[src/rtl/multi_port_mem_arbiter_pkg.sv]
// Shared types and sizing helpers for the multi-port memory arbiter.
package arbiter_types;

  typedef enum logic [1:0] {
    StIdle,
    StRead,
    StWrite,
    StDone
  } arb_state_t;

  // Byte-offset bits inside one cache line.
  function automatic int unsigned line_offset_w(int unsigned line_w);
    return $clog2(line_w / 8);
  endfunction

  // Channel index width, never narrower than one bit.
  function automatic int unsigned ch_idx_w(int unsigned num_ch);
    return (num_ch > 1) ? $clog2(num_ch) : 1;
  endfunction

endpackage

[src/rtl/multi_port_mem_arbiter_if.sv]
// Client-side and pmem-side bus of the memory arbiter; slave is the arbiter's view.
interface multi_port_mem_arbiter_if #(
  parameter int unsigned NUM_CH  = 2,
  parameter int unsigned ADDR_W  = 32,
  parameter int unsigned LINE_W  = 256,
  parameter int unsigned BURST_W = 64
);

  logic [NUM_CH-1:0]             ch_read;
  logic [NUM_CH-1:0]             ch_write;
  logic [NUM_CH-1:0][ADDR_W-1:0] ch_addr;
  logic [NUM_CH-1:0][LINE_W-1:0] ch_wdata;
  logic [LINE_W-1:0]             ch_rdata;
  logic [NUM_CH-1:0]             ch_resp;

  logic                          pmem_read;
  logic                          pmem_write;
  logic [ADDR_W-1:0]             pmem_addr;
  logic [BURST_W-1:0]            pmem_wdata;
  logic [BURST_W-1:0]            pmem_rdata;
  logic                          pmem_resp;

  modport slave (
    input  ch_read, ch_write, ch_addr, ch_wdata, pmem_rdata, pmem_resp,
    output ch_rdata, ch_resp, pmem_read, pmem_write, pmem_addr, pmem_wdata
  );

  modport master (
    output ch_read, ch_write, ch_addr, ch_wdata, pmem_rdata, pmem_resp,
    input  ch_rdata, ch_resp, pmem_read, pmem_write, pmem_addr, pmem_wdata
  );

endinterface

[src/rtl/multi_port_mem_arbiter_rr_pick.sv]
// Combinational round-robin selector: first requester after `last`, wrapping.
module rr_pick #(
  parameter int unsigned NUM_CH = 2,
  parameter int unsigned IDX_W  = 1
) (
  input  logic [NUM_CH-1:0] req,
  input  logic [IDX_W-1:0]  last,
  output logic [IDX_W-1:0]  grant,
  output logic              valid
);

  int unsigned idx;

  always_comb begin
    grant = '0;
    valid = 1'b0;
    idx   = 0;
    // Scan last+1 .. last+NUM_CH so `last` itself has lowest priority.
    for (int unsigned i = 1; i <= NUM_CH; i++) begin
      idx = (32'(last) + i) % NUM_CH;
      if (!valid && req[IDX_W'(idx)]) begin
        grant = IDX_W'(idx);
        valid = 1'b1;
      end
    end
  end

endmodule

[src/rtl/multi_port_mem_arbiter.sv]
// Round-robin arbiter between NUM_CH cache-line clients and one pmem burst port;
// serves one line at a time and splits each line into BEATS pmem beats.
module multi_port_mem_arbiter
  import arbiter_types::*;
#(
  parameter int unsigned NUM_CH  = 2,
  parameter int unsigned ADDR_W  = 32,
  parameter int unsigned LINE_W  = 256,
  parameter int unsigned BURST_W = 64
) (
  input  logic                      clk,
  input  logic                      rst,
  multi_port_mem_arbiter_if.slave   bus
);

  localparam int unsigned BEATS = LINE_W / BURST_W;
  localparam int unsigned CNT_W = (BEATS > 1) ? $clog2(BEATS) : 1;
  localparam int unsigned IDX_W = ch_idx_w(NUM_CH);
  localparam int unsigned OFF_W = line_offset_w(LINE_W);

  arb_state_t                     state_q, state_d;
  logic [CNT_W-1:0]               cnt_q, cnt_d;
  logic [IDX_W-1:0]               grant_q, grant_d;
  logic [IDX_W-1:0]               last_q, last_d;
  logic [ADDR_W-1:0]              addr_q, addr_d;
  logic [BEATS-1:0][BURST_W-1:0]  line_q, line_d;
  logic [BURST_W-1:0]             wdata_q, wdata_d;
  logic                           read_q, read_d;
  logic                           write_q, write_d;
  logic [NUM_CH-1:0]              resp_q, resp_d;

  logic [IDX_W-1:0]               pick_grant;
  logic                           pick_valid;
  logic                           last_beat;
  logic [CNT_W-1:0]               cnt_nxt;

  rr_pick #(
    .NUM_CH (NUM_CH),
    .IDX_W  (IDX_W)
  ) u_rr_pick (
    .req   (bus.ch_read | bus.ch_write),
    .last  (last_q),
    .grant (pick_grant),
    .valid (pick_valid)
  );

  assign last_beat = bus.pmem_resp && (cnt_q == CNT_W'(BEATS - 1));
  assign cnt_nxt   = cnt_q + CNT_W'(1);

  always_comb begin
    state_d = state_q;
    cnt_d   = cnt_q;
    grant_d = grant_q;
    last_d  = last_q;
    addr_d  = addr_q;
    line_d  = line_q;
    wdata_d = wdata_q;
    read_d  = read_q;
    write_d = write_q;
    resp_d  = '0;

    unique case (state_q)
      StIdle: begin
        if (pick_valid) begin
          grant_d = pick_grant;
          addr_d  = bus.ch_addr[pick_grant];
          addr_d[OFF_W-1:0] = '0;
          line_d  = bus.ch_wdata[pick_grant];
          wdata_d = bus.ch_wdata[pick_grant][BURST_W-1:0];
          cnt_d   = '0;
          // A client raising both strobes is in error; the write is honoured.
          if (bus.ch_write[pick_grant]) begin
            state_d = StWrite;
            write_d = 1'b1;
          end else begin
            state_d = StRead;
            read_d  = 1'b1;
          end
        end
      end

      StRead: begin
        if (bus.pmem_resp) begin
          line_d[cnt_q] = bus.pmem_rdata;
          if (last_beat) begin
            state_d = StDone;
            read_d  = 1'b0;
            resp_d  = NUM_CH'(1) << grant_q;
          end else begin
            cnt_d = cnt_nxt;
          end
        end
      end

      StWrite: begin
        if (bus.pmem_resp) begin
          if (last_beat) begin
            state_d = StDone;
            write_d = 1'b0;
            resp_d  = NUM_CH'(1) << grant_q;
          end else begin
            cnt_d   = cnt_nxt;
            wdata_d = line_q[cnt_nxt];
          end
        end
      end

      StDone: begin
        last_d  = grant_q;
        state_d = StIdle;
      end

      default: state_d = StIdle;
    endcase
  end

  always_ff @(posedge clk or negedge rst) begin
    if (!rst) begin
      state_q <= StIdle;
      cnt_q   <= '0;
      grant_q <= '0;
      last_q  <= IDX_W'(NUM_CH - 1);
      addr_q  <= '0;
      line_q  <= '0;
      wdata_q <= '0;
      read_q  <= 1'b0;
      write_q <= 1'b0;
      resp_q  <= '0;
    end else begin
      state_q <= state_d;
      cnt_q   <= cnt_d;
      grant_q <= grant_d;
      last_q  <= last_d;
      addr_q  <= addr_d;
      line_q  <= line_d;
      wdata_q <= wdata_d;
      read_q  <= read_d;
      write_q <= write_d;
      resp_q  <= resp_d;
    end
  end

  assign bus.pmem_read  = read_q;
  assign bus.pmem_write = write_q;
  assign bus.pmem_addr  = addr_q;
  assign bus.pmem_wdata = wdata_q;
  assign bus.ch_rdata   = line_q;
  assign bus.ch_resp    = resp_q;

endmodule

[src/flat_wrapper.sv]
// flat-port wrapper written by rule: the top's interface ports become plain ports
module multi_port_mem_arbiter_flat import arbiter_types::*;
#(
  parameter int unsigned NUM_CH  = 2,
  parameter int unsigned ADDR_W  = 32,
  parameter int unsigned LINE_W  = 256,
  parameter int unsigned BURST_W = 64
)
  (clk, rst, bus_ch_read, bus_ch_write, bus_ch_addr, bus_ch_wdata, bus_pmem_rdata, bus_pmem_resp, bus_ch_rdata, bus_ch_resp, bus_pmem_read, bus_pmem_write, bus_pmem_addr, bus_pmem_wdata);
  multi_port_mem_arbiter_if #(.NUM_CH(NUM_CH), .ADDR_W(ADDR_W), .LINE_W(LINE_W), .BURST_W(BURST_W)) bus_i ();
  input  logic clk;
  input  logic rst;
  input wire logic [$bits(bus_i.ch_read)-1:0] bus_ch_read;
  input wire logic [$bits(bus_i.ch_write)-1:0] bus_ch_write;
  input wire logic [$bits(bus_i.ch_addr)-1:0] bus_ch_addr;
  input wire logic [$bits(bus_i.ch_wdata)-1:0] bus_ch_wdata;
  input wire logic [$bits(bus_i.pmem_rdata)-1:0] bus_pmem_rdata;
  input wire logic [$bits(bus_i.pmem_resp)-1:0] bus_pmem_resp;
  output wire logic [$bits(bus_i.ch_rdata)-1:0] bus_ch_rdata;
  output wire logic [$bits(bus_i.ch_resp)-1:0] bus_ch_resp;
  output wire logic [$bits(bus_i.pmem_read)-1:0] bus_pmem_read;
  output wire logic [$bits(bus_i.pmem_write)-1:0] bus_pmem_write;
  output wire logic [$bits(bus_i.pmem_addr)-1:0] bus_pmem_addr;
  output wire logic [$bits(bus_i.pmem_wdata)-1:0] bus_pmem_wdata;
  assign bus_i.ch_read = bus_ch_read;
  assign bus_i.ch_write = bus_ch_write;
  assign bus_i.ch_addr = bus_ch_addr;
  assign bus_i.ch_wdata = bus_ch_wdata;
  assign bus_i.pmem_rdata = bus_pmem_rdata;
  assign bus_i.pmem_resp = bus_pmem_resp;
  assign bus_ch_rdata = bus_i.ch_rdata;
  assign bus_ch_resp = bus_i.ch_resp;
  assign bus_pmem_read = bus_i.pmem_read;
  assign bus_pmem_write = bus_i.pmem_write;
  assign bus_pmem_addr = bus_i.pmem_addr;
  assign bus_pmem_wdata = bus_i.pmem_wdata;
  multi_port_mem_arbiter #(.NUM_CH(NUM_CH), .ADDR_W(ADDR_W), .LINE_W(LINE_W), .BURST_W(BURST_W)) u_core (.clk(clk), .rst(rst), .bus(bus_i));
endmodule
[config.mk]
export PLATFORM = sky130hd
export DESIGN_NAME = multi_port_mem_arbiter_flat
export DESIGN_NICKNAME = d
export VERILOG_FILES = /design/src/rtl/multi_port_mem_arbiter_pkg.sv /design/src/rtl/multi_port_mem_arbiter_if.sv /design/src/rtl/multi_port_mem_arbiter_rr_pick.sv /design/src/rtl/multi_port_mem_arbiter.sv /design/src/flat_wrapper.sv
export SDC_FILE = /design/constraint.sdc
export NUM_CORES = 1
export LEC_CHECK = 0
export BUFFER_PORTS_ARGS = -buffer_cell sky130_fd_sc_hd__buf_2
export CORE_AREA = 10 10 387 389
export CTS_CLUSTER_DIAMETER = 60
export DETAILED_ROUTE_END_ITERATION = 10
export DIE_AREA = 0 0 397 399
export MAX_ROUTING_LAYER = met4
export SLEW_MARGIN = 20
export SYNTH_ARGS = -nofsm -noshare
export SYNTH_HDL_FRONTEND = slang
export SYNTH_SLANG_ARGS = --single-unit
[constraint.sdc]
create_clock -name clk -period 2.75 [get_ports clk]
set_input_delay 0.275 -clock clk [delete_from_list [all_inputs] [get_ports clk]]
set_output_delay 0.275 -clock clk [all_outputs]
set_load 0.03 [all_outputs]
==> impl_metrics.py <==
metrics = {
    "global_route": {
        "grt_pass1_vias": 26800,
        "grtUsageMet1_pct": 19.6,
        "grt_pass1_wl_um": 186000,
        "grt_max_degree": 118,
        "grtUsageMet2_pct": 24.0,
        "overflow": 0,
        "grt_use_total_pct": 16.0,
        "top_usage_layer": "met2",
        "antenna_found_initial": 24,
        "met3_usage_pct": 4.92,
    },
    "timing": {
        "hold_viol_final": 0,
        "worstMarginPinSlew_ns": 0.825,
        "relSlewSlack_pct": 44.6,
        "finalCriticalPeriod_ns": 2.65,
        "setup_viol": 0,
        "fin_skew_ns": 0.0404,
        "slew_viol_final": 0,
        "maxClockFrequency_mhz": 377,
        "fin_crit_sh_pct": 96.5,
        "tns_ns": 0,
        "rsz0062_at_grt": "no",
    },
    "cells_and_area": {
        "final_cell_mix": "buf_2 (986), nor3_1 (512), nand2_1 (414), dlygate4sd3_1 (407), dfrtp_1 (354)",
        "layout-drive-gt1-share_pct": 39.8,
        "final_nets": 4243,
        "layout_commonest_cell": "buf_2",
        "synthToLayoutAreaGrowth_pct": 64.1,
    },
    "worst_setup_path": {
        "startpoint_type": "register",
        "endpoint": "u_core.bus.ch_rdata[83]",
        "crit_chain": "inv_2, ha_4, clkbuf_2, nand3_1, a22o_4, buf_12, o41ai_2, dlygate4sd3_1",
        "timing.rr.end": "u_core.bus.ch_rdata[83]",
        "endpoint_kind": "register",
        "cp_max_fo": 60,
        "crit_family": "buffers and inverters",
        "r2r_cells": 8,
        "critPathKind": "reg2reg",
        "r2r_slack_ns": 0.1,
        "cp.buffers_inverters": 4,
        "arrival_ns": 3.25,
        "r2r_start": "u_core.state_q[1]",
        "startpoint": "u_core.state_q[1]",
        "cp.required_ns": 3.34,
        "cpPeakStageDelay_ns": 0.58,
        "worstSetupPathDepth": 8,
        "cp_slowest_cell": "dlygate4sd3_1",
    },
    "routing": {
        "postRouteAntennaNets": 0,
        "num_vias": 25700,
        "avgViaCountPerCell": 4.63,
        "drt_wl_total_um": 131000,
        "wl_per_cell_um": 23.6,
        "drcViolationCount": 0,
        "first_iter_violations": 2128,
        "first_pass_iters": 5,
    },
    "placement": {
        "place.port_buffers": 987,
        "gp_congestion": 0.952,
        "dp_hpwl_um": 98000,
    },
    "logic_synthesis": {
        "yosys_register_bits": 357,
        "synth_area_per_cell_um2": 9.79,
        "netlist_area_um2": 21900,
        "synth.area.top_cells": "dfrtp_1 (41%), nor3_1 (12%), o41ai_2 (8.9%), nand2_1 (7.1%), mux4_2 (6.6%)",
        "yosys.cell_types.count": 42,
        "yosysTopAreaCell": "dfrtp_1",
        "synth_top_area_share_pct": 40.7,
        "ys_seq_area_share_pct": 40.8,
        "yosys_warnings": 0,
        "synthCells": 2234,
    },
    "floorplanning": {
        "core_um2": 142000,
        "die_area_um2": 158000,
        "rows": 139,
        "num_io_pins": 1003,
        "initial_utilization_pct": 15.4,
        "die_y_um": 399,
        "die_width_um": 397,
    },
    "run": {
        "cap_violations": 0,
    },
    "clock_tree": {
        "numClockSinks": 357,
        "clock_latency_ns": 0.66,
        "numCtsBuffers": 58,
        "clk_pin_slew_ns": 0.06,
        "cts_tree": "done",
        "cts_max_level": 2,
        "clk_path_buf_depth": 3,
        "cts_root_buffer": "clkbuf_16",
    },
    "power": {
        "power_mw": 49.9,
        "cellLeakagePower_nw": 15.7,
        "peakVddDrop_v": 0.000795,
        "p_per_area_nw_per_um2": 1390,
    },
    "run_status": {
        "status": "finished clean",
    },
    "worst_hold_path": {
        "hold_path_depth": 3,
        "min_path_type": "in2reg",
    },
}
-- cell type report --
cell class	instances	area, µm²
antenna	21	52.6
timing repair buffer	1546	10800
clock inverter	34	403
fill	15100	107000
clock buffer	73	1560
tap	1903	2380
multi-input combinational	1617	11700
sequential	357	8940
inverter	7	26.3
-- cells by family after synthesis --
| group | share of synthesized area (%) |
|---|---|
| simple gates | 25.6 |
| other cells | 0.0171 |
| buf+inv | 6.29 |
| compound gates | 18.8 |
| mux | 7.92 |
| flops | 40.8 |
| fa+ha+maj | 0.515 |
-- per-layer routing --
layer | vias up | wire length (µm)
met5 | - | 0
met2 | 1598 | 58500
met1 | 12600 | 52600
met4 | 0 | 6850
met3 | 325 | 13300
li1 | 11200 | -
-- where the power goes --
| part | leakage, nW | switching, mW | internal (mW) |
|---|---|---|---|
| combinational | 10.5 | 19.9 | 11.6 |
| sequential | 4.26 | 2.59 | 8.13 |
| clock | 0.956 | 3.08 | 4.61 |
-- flip-flops by register name, indices dropped and copies added (netlist names) --
name and flops:
u_core.bus.ch_rdata 256, u_core.bus.ch_resp 2, u_core.bus.pmem_addr 27, u_core.bus.pmem_read 1, u_core.bus.pmem_wdata 64, u_core.bus.pmem_write 1
u_core.cnt_q 2, u_core.grant_q 1, u_core.last_q 1, u_core.state_q 2
-- cells in the mapped netlist (all sizes together) --
master,n
nor3,512
nand2,414
dfrtp,356
o41ai,256
buf,145
nor3b,129
clkbuf,112
o32a,65
mux4,64
nor2b,64
o21ai,32
mux2i,28
ha,9
inv,7
nand3,6
a22o,5
nand2b,5
a21oi,4
nor2,3
a22oi,2
o2bb2ai,2
o311ai,2
a2bb2oi,1
a31oi,1
and2,1
and3b,1
conb,1
dfstp,1
mux2,1
nand3b,1
nor4,1
o211ai,1
o21a,1
o21bai,1
-- per-stage QoR --
| step | setup slack [ns] | hold slack, ns | util (%) | instance area, µm² | instances |
|---|---|---|---|---|---|
| finish | 0.0976 | 0.0524 | 25.2 | 35900 | 5558 |
| global route | 0.00516 | 0.0189 | 25.2 | 35900 | 5555 |
| CTS | 0.00943 | 0.000518 | 25.0 | 35700 | 5531 |
| detailed placement | 0.340 | 0.270 | 20.8 | 29600 | 5017 |
| global placement | 0.398 | 0.273 | 20.8 | 29600 | 5017 |
| floorplan | 0.265 | -0.0206 | - | 21900 | 2238 |
-- repair_timing --
item / 4_1_cts / 5_1_grt
hold endpoints to repair: 328 / 0
buffers inserted: 0 / 5
endpoints found under the setup margin: 0 / 20
hold buffers: 407 / 0
gates resized for setup: 0 / 17
-- worst reg2reg max path, cell delays in order, from the launching register on --
cell	delay [ns]
dfrtp_2	0.45
inv_2	0.12
ha_4	0.21
clkbuf_2	0.19
nand3_1	0.10
a22o_4	0.26
buf_12	0.17
o41ai_2	0.51
dlygate4sd3_1	0.58
-- worst min path at each step --
stage | startpoint | end | slack, ns
global route | bus_ch_wdata[475] | u_core.bus.ch_rdata[219] | 0.02
CTS | bus_ch_wdata[340] | u_core.bus.ch_rdata[84] | 0.0005
detailed placement | rst | u_core.bus.ch_rdata[142] | 0.27
floorplan | rst | u_core.bus.ch_rdata[0] | -0.02
global placement | rst | u_core.bus.ch_rdata[147] | 0.27
finish | bus_ch_wdata[94] | u_core.bus.ch_rdata[94] | 0.05
Note: power is estimated with default switching activity, not from simulation.
